## config.mk

```make
export PLATFORM = sky130hd
export DESIGN_NAME = button_debouncer
export DESIGN_NICKNAME = d
export VERILOG_FILES = /design/src/rtl/score4_pkg.sv /design/src/rtl/debounce_channel.sv /design/src/rtl/button_debouncer.sv
export SDC_FILE = /design/constraint.sdc
export NUM_CORES = 1
export LEC_CHECK = 0
export ABC_AREA = 1
export CAP_MARGIN = 10
export CORE_ASPECT_RATIO = 0.6
export CORE_MARGIN = 2
export CORE_UTILIZATION = 54
export CTS_BUF_LIST = sky130_fd_sc_hd__clkbuf_8
export DETAILED_ROUTE_END_ITERATION = 16
export PLACE_DENSITY_LB_ADDON = 0.08
export RECOVER_POWER = 50
export SYNTH_ARGS = -nofsm -noshare
export SYNTH_HDL_FRONTEND = slang
export SYNTH_SLANG_ARGS = --single-unit
export TNS_END_PERCENT = 1
```

## constraint.sdc

```tcl
create_clock -name clk -period 5 [get_ports clk]
set_input_delay 1.25 -clock clk [delete_from_list [all_inputs] [get_ports clk]]
set_output_delay 1.25 -clock clk [all_outputs]
set_load 0.03 [all_outputs]
```

## src/rtl/score4_pkg.sv

```systemverilog
// Shared types and default timing for the Score 4 board button path.
// Repeat logic in debounce_channel is enabled by defining BTN_AUTOREPEAT_EN.
package score4_pkg;

   typedef enum logic [1:0] {
      RELEASED,
      PRESS_WAIT,
      PRESSED,
      RELEASE_WAIT
   } debounce_state_t;

   localparam int CLK_HZ           = 50_000_000;
   localparam int DEBOUNCE_MS      = 10;
   localparam int REPEAT_DELAY_MS  = 500;
   localparam int REPEAT_PERIOD_MS = 200;

   localparam int CYCLES_PER_MS = CLK_HZ / 1000;

   localparam int DEF_DEBOUNCE_CYCLES = DEBOUNCE_MS * CYCLES_PER_MS;
   localparam int DEF_REPEAT_DELAY    = REPEAT_DELAY_MS * CYCLES_PER_MS;
   localparam int DEF_REPEAT_PERIOD   = REPEAT_PERIOD_MS * CYCLES_PER_MS;

endpackage

```

## src/rtl/debounce_channel.sv

```systemverilog
// One button: 2-FF synchroniser, debounce FSM with saturating stability counter,
// and auto-repeat pulses when BTN_AUTOREPEAT_EN is defined. Output is active-low.
module debounce_channel
   import score4_pkg::*;
#(
   parameter int DEBOUNCE_CYCLES = DEF_DEBOUNCE_CYCLES,
   parameter int REPEAT_DELAY    = DEF_REPEAT_DELAY,
   parameter int REPEAT_PERIOD   = DEF_REPEAT_PERIOD
) (
   input  logic clk,
   input  logic rst,
   input  logic btn_raw,
   output logic btn_clean,
   output logic btn_pressed
);

   localparam int CNT_W = $clog2(DEBOUNCE_CYCLES);
   localparam logic [CNT_W-1:0] CNT_LAST = CNT_W'(DEBOUNCE_CYCLES - 1);

   logic            sync1_q, sync2_q;
   debounce_state_t state_q, state_d;
   logic [CNT_W-1:0] cnt_q, cnt_d, cnt_inc;
   logic            clean_q, clean_d;
   logic            pressed_q, pressed_d;

`ifdef BTN_AUTOREPEAT_EN
   localparam int RPT_W = $clog2(REPEAT_DELAY);
   localparam logic [RPT_W-1:0] RPT_LAST = RPT_W'(REPEAT_DELAY - 1);
   // Reloading to DELAY-PERIOD makes later pulses land every PERIOD cycles;
   // a period longer than the delay degrades to repeating every DELAY cycles.
   localparam logic [RPT_W-1:0] RPT_RELOAD =
      RPT_W'((REPEAT_DELAY > REPEAT_PERIOD) ? (REPEAT_DELAY - REPEAT_PERIOD) : 0);

   logic [RPT_W-1:0] rpt_q, rpt_d;
   logic             rpt_pulse;
`else
   if (REPEAT_DELAY < 0 || REPEAT_PERIOD < 0) begin : g_repeat_off
   end
`endif

   always_comb begin
      state_d = state_q;
      cnt_d   = cnt_q;
      cnt_inc = (cnt_q == CNT_LAST) ? cnt_q : cnt_q + 1'b1;

      case (state_q)
         RELEASED: begin
            if (!sync2_q) begin
               state_d = PRESS_WAIT;
               cnt_d   = '0;
            end
         end
         PRESS_WAIT: begin
            if (sync2_q) begin
               state_d = RELEASED;
               cnt_d   = '0;
            end else begin
               cnt_d = cnt_inc;
               if (cnt_inc == CNT_LAST) state_d = PRESSED;
            end
         end
         PRESSED: begin
            if (sync2_q) begin
               state_d = RELEASE_WAIT;
               cnt_d   = '0;
            end
         end
         RELEASE_WAIT: begin
            if (!sync2_q) begin
               state_d = PRESSED;
            end else begin
               cnt_d = cnt_inc;
               if (cnt_inc == CNT_LAST) state_d = RELEASED;
            end
         end
         default: begin
            state_d = RELEASED;
            cnt_d   = '0;
         end
      endcase

      pressed_d = (state_d == PRESSED) || (state_d == RELEASE_WAIT);
      clean_d   = ~pressed_d;

`ifdef BTN_AUTOREPEAT_EN
      // Timer only runs while staying in PRESSED, so a pulse due on the
      // cycle the button starts releasing never fires.
      rpt_d     = '0;
      rpt_pulse = 1'b0;
      if (state_q == PRESSED && state_d == PRESSED) begin
         if (rpt_q == RPT_LAST) begin
            rpt_pulse = 1'b1;
            rpt_d     = RPT_RELOAD;
         end else begin
            rpt_d = rpt_q + 1'b1;
         end
      end
      clean_d = ~pressed_d | rpt_pulse;
`endif
   end

   always_ff @(posedge clk or posedge rst) begin
      if (rst) begin
         sync1_q   <= 1'b1;
         sync2_q   <= 1'b1;
         state_q   <= RELEASED;
         cnt_q     <= '0;
         clean_q   <= 1'b1;
         pressed_q <= 1'b0;
`ifdef BTN_AUTOREPEAT_EN
         rpt_q     <= '0;
`endif
      end else begin
         sync1_q   <= btn_raw;
         sync2_q   <= sync1_q;
         state_q   <= state_d;
         cnt_q     <= cnt_d;
         clean_q   <= clean_d;
         pressed_q <= pressed_d;
`ifdef BTN_AUTOREPEAT_EN
         rpt_q     <= rpt_d;
`endif
      end
   end

   assign btn_clean   = clean_q;
   assign btn_pressed = pressed_q;

endmodule

```

## src/rtl/button_debouncer.sv

```systemverilog
// Debounces N_BTN active-low board keys into clean active-low levels plus a
// combined "any pressed" flag. Auto-repeat is built in when BTN_AUTOREPEAT_EN is defined.
module button_debouncer
   import score4_pkg::*;
#(
   parameter int N_BTN           = 4,
   parameter int DEBOUNCE_CYCLES = DEF_DEBOUNCE_CYCLES,
   parameter int REPEAT_DELAY    = DEF_REPEAT_DELAY,
   parameter int REPEAT_PERIOD   = DEF_REPEAT_PERIOD
) (
   input  logic             clk,
   input  logic             rst,
   input  logic [N_BTN-1:0] btn_raw,
   output logic [N_BTN-1:0] btn_clean,
   output logic             btn_any
);

   logic [N_BTN-1:0] pressed;

   for (genvar gi = 0; gi < N_BTN; gi++) begin : g_ch
      debounce_channel #(
         .DEBOUNCE_CYCLES (DEBOUNCE_CYCLES),
         .REPEAT_DELAY    (REPEAT_DELAY),
         .REPEAT_PERIOD   (REPEAT_PERIOD)
      ) u_channel (
         .clk         (clk),
         .rst         (rst),
         .btn_raw     (btn_raw[gi]),
         .btn_clean   (btn_clean[gi]),
         .btn_pressed (pressed[gi])
      );
   end

   // Pressed flags are flops, so this OR never sees btn_raw combinationally.
   assign btn_any = |pressed;

endmodule

```

==> metrics.yaml <==
outcome:
  outcome: "complete, but fails checks"
  violations: "capacitance limit, slew limit"
place:
  gp_congestion: 0.982
  dp_hpwl_mm: 12.6
  place_ws_ns: 2.31
  placement.io_buffers: 10
  dp_cells: 1164
global_routing:
  grt_pass1_wl_mm: 27.8
  grt_pass1_vias: 5599
  overflow: 0
  gr-usage-all-layers: 0.260
  antenna_found_initial: 0
  grt_start_max_net_pins: 58
logic_synthesis:
  synth_fa_ha_area_frac: 0.00755
  syn_nets: 1005
  synth_common_cells: "nand2_1 (283), nor2_1 (149), inv_1 (144)"
  synthTopCellsByArea: "dfrtp_1 (33%), nand2_1 (16%), nor2_1 (8.4%)"
  ys.flop_type: "dfrtp_1"
  synth_xor_area_frac: 0.0330
  synth_top_family_by_area: "simple AND/OR/NAND/NOR gates"
  ys_warn_count: 0
  synth_most_common_cell: "nand2_1"
  ys_types: 32
  ys_seq_area_frac: 0.380
  synth_compound_area_frac: 0.103
  ys_seq_elements: 100
  syn-cell-area_um2: 6630
  synth_top_cell_area_share: 0.332
  synth-edff-count: 0
  syn_inst: 995
  synthArstFlopShare: 1.00
  synth.avg_cell_area_um2: 6.66
  yosys.area_share.simple: 0.384
  synth.area.mux_share: 0
  yosysTopAreaCell: "dfrtp_1"
detailed_routing:
  drtIter0Drc: 761
  vias_per_cell: 5.39
  finalWirelength_mm: 16.6
  postRouteAntennaNets: 0
  vias: 6360
  wire_per_inst_um: 14.1
  drc: 0
  dr.pass1.iters: 5
die:
  io_pins: 11
  die_w_um: 147
  num_rows: 31
  die_y_um: 89.8
  start_util: 0.551
  core_um2: 12000
  die_area_um2: 13200
sta:
  slew_violations: 58
  fmax_mhz: 308
  grt_setup_unrepaired: "no"
  period_share: 0.649
  worst_clock_skew_ns: 0.0117
  layout_setup_ws_ns: 1.76
  setup_violations: 0
  finalCriticalPeriod_ns: 3.24
  slew_headroom: -0.656
  hold_viol_final: 0
  tightest_slew_ns: 2.47
  setup_tns_ns: 0
setup_path:
  crit_path_start_kind: "primary input"
  crit_type: "in2async"
  critPathCaptureType: "async pin"
  crit_chain: "dlygate4sd3_1 > clkinvlp_2 > buf_4"
  worst_path_max_delay_cell: "clkinvlp_2"
  worstPathRequired_ns: 5.50
  crit_buf_inv: 3
  crit_fanout: 57
  critical_path.max_stage_delay_ns: 1.41
  r2r_slack_ns: 2.60
  crit_family: "buffers and inverters"
  arrival_ns: 3.74
layout:
  nNetsFinal: 1020
  diodes: 0
  area_delta_synth_final_pct: 6.57
  fillers: 1201
  drive_gt1_frac: 0.0601
  layoutNonFillerInstCount: 1180
clocking:
  htreeDepth: 3
  root_buffer: "clkbuf_8"
  clock-sinks: 100
  clk_pin_slew_ns: 0.10
  cts_buffers: 9
  post_cts_buffers: 0
  tritoncts: "built"
  cts-resized-gates: 0
  cts_hold_buffers: 0
  clk_path_buf_depth: 2
  insertion_delay_ns: 0.37
power_and_ir_drop:
  ir_drop_v: 0.000122
  p_per_area_nw_per_um2: 204
  leakagePower_uw: 0.00302
run:
  cap_violations: 1
min_path:
  hold_class: "reg2reg"
flip-flops by register name, summed over array words and instances (netlist names):
name,count
g_ch.u_channel.state_q,8
g_ch.u_channel.btn_clean,4
g_ch.u_channel.cnt_q,76
g_ch.u_channel.sync2_q,4
g_ch.u_channel.btn_pressed,4
g_ch.u_channel.sync1_q,4
stage by stage:
stage | instance area [um^2] | utilization | total power, uW | hold slack, ns
2_1_floorplan | 6630 | - | 903 | 0.345
3_3_place_gp | 6930 | 0.576 | 933 | 0.346
3_5_place_dp | 6930 | 0.576 | 933 | 0.348
4_1_cts | 7120 | 0.592 | 1460 | 0.363
5_1_grt | 7070 | 0.588 | 1500 | 0.375
6_report | 7070 | 0.588 | 1440 | 0.366
layout by cell type (no fill, tap or decap), types with 2 or more instances in the layout:
cell | synthesis | final
o21ai_1 | 6 | 5
dfstp_2 | 12 | 9
clkdlybuf4s50_1 | 0 | 5
dfrtp_1 | 88 | 88
o22ai_1 | 44 | 44
o21ai_0 | 54 | 55
inv_2 | 3 | 3
a21boi_0 | 2 | 2
inv_1 | 144 | 144
nor2_1 | 149 | 155
clkinv_4 | 0 | 2
xnor2_1 | 5 | 5
nor2_4 | 7 | 2
clkbuf_1 | 8 | 2
nand3_1 | 76 | 76
buf_4 | 4 | 5
xor2_1 | 20 | 20
dlygate4sd3_1 | 0 | 5
nand4_1 | 32 | 32
ha_1 | 4 | 4
clkbuf_8 | 0 | 9
dfstp_1 | 0 | 3
o21bai_1 | 2 | 2
clkinv_2 | 0 | 2
nand2_2 | 10 | 8
nand3b_1 | 3 | 3
nand2_1 | 283 | 285
nor3_1 | 6 | 6
nand3_2 | 3 | 3
a21oi_1 | 11 | 11
nor2_2 | 12 | 11
worst paths after layout:
path	from	endpoint	cells after the start
setup / recovery	rst	g_ch[2].u_channel.sync1_q	3
hold / removal	g_ch[1].u_channel.sync1_q	g_ch[1].u_channel.sync2_q	0
setup reg to reg	g_ch[3].u_channel.cnt_q[0]	g_ch[3].u_channel.btn_pressed	14
min in group asynchronous	rst	g_ch[0].u_channel.btn_pressed	2
hold reg to reg	g_ch[1].u_channel.sync1_q	g_ch[1].u_channel.sync2_q	0
max in group clk	g_ch[1].u_channel.btn_pressed	btn_any	2
area by class of cell:
| class | count | area, um^2 | area share |
|---|---|---|---|
| Clock buffer | 9 | 124 | 0.0175 |
| Clock inverter | 7 | 68.8 | 0.00974 |
| Inverter | 147 | 553 | 0.0783 |
| Multi-Input combinational cell | 735 | 3450 | 0.488 |
| Sequential cell | 100 | 2520 | 0.356 |
| Tap cell | 165 | 206 | 0.0292 |
| Timing Repair Buffer | 17 | 145 | 0.0205 |
report_power, final:
| part | internal, uW | switching, uW |
|---|---|---|
| Combinational | 22.0 | 61.6 |
| Sequential | 821 | 11.2 |
| Clock | 230 | 296 |
layer usage:
layer  global-route usage  vias up  share of wire
met5                    0        -              0
met4               0.0521        0         0.0098
met3               0.0508       20          0.083
met2                0.351      263           0.38
met1                0.427     2855           0.52
li1                     -     3222              -
worst register-to-register path, cell delays in order (launching register included):
cell and delay (ns):
dfrtp_1 0.40, ha_1 0.20, nand2_1 0.10, nor2_1 0.33, inv_2 0.07, nor2_1 0.22
nand2_1 0.19, nand2_1 0.10, inv_1 0.06, nor2_1 0.14, nand2_1 0.10, nor2_1 0.13
nand3_1 0.09, nand2_1 0.08, nand2_1 0.08
cells by family (layout without fill, tap and decap cells):
kind of cell	after synthesis	in the layout
buffers and inverters	160	180
AND/OR/NAND/NOR	585	585
XOR/XNOR	25	25
adder cells (fa/ha/maj)	4	4
AO/OA/AOI/OAI	121	121
flip-flops	100	100
Note: power is estimated with default switching activity, not from simulation.
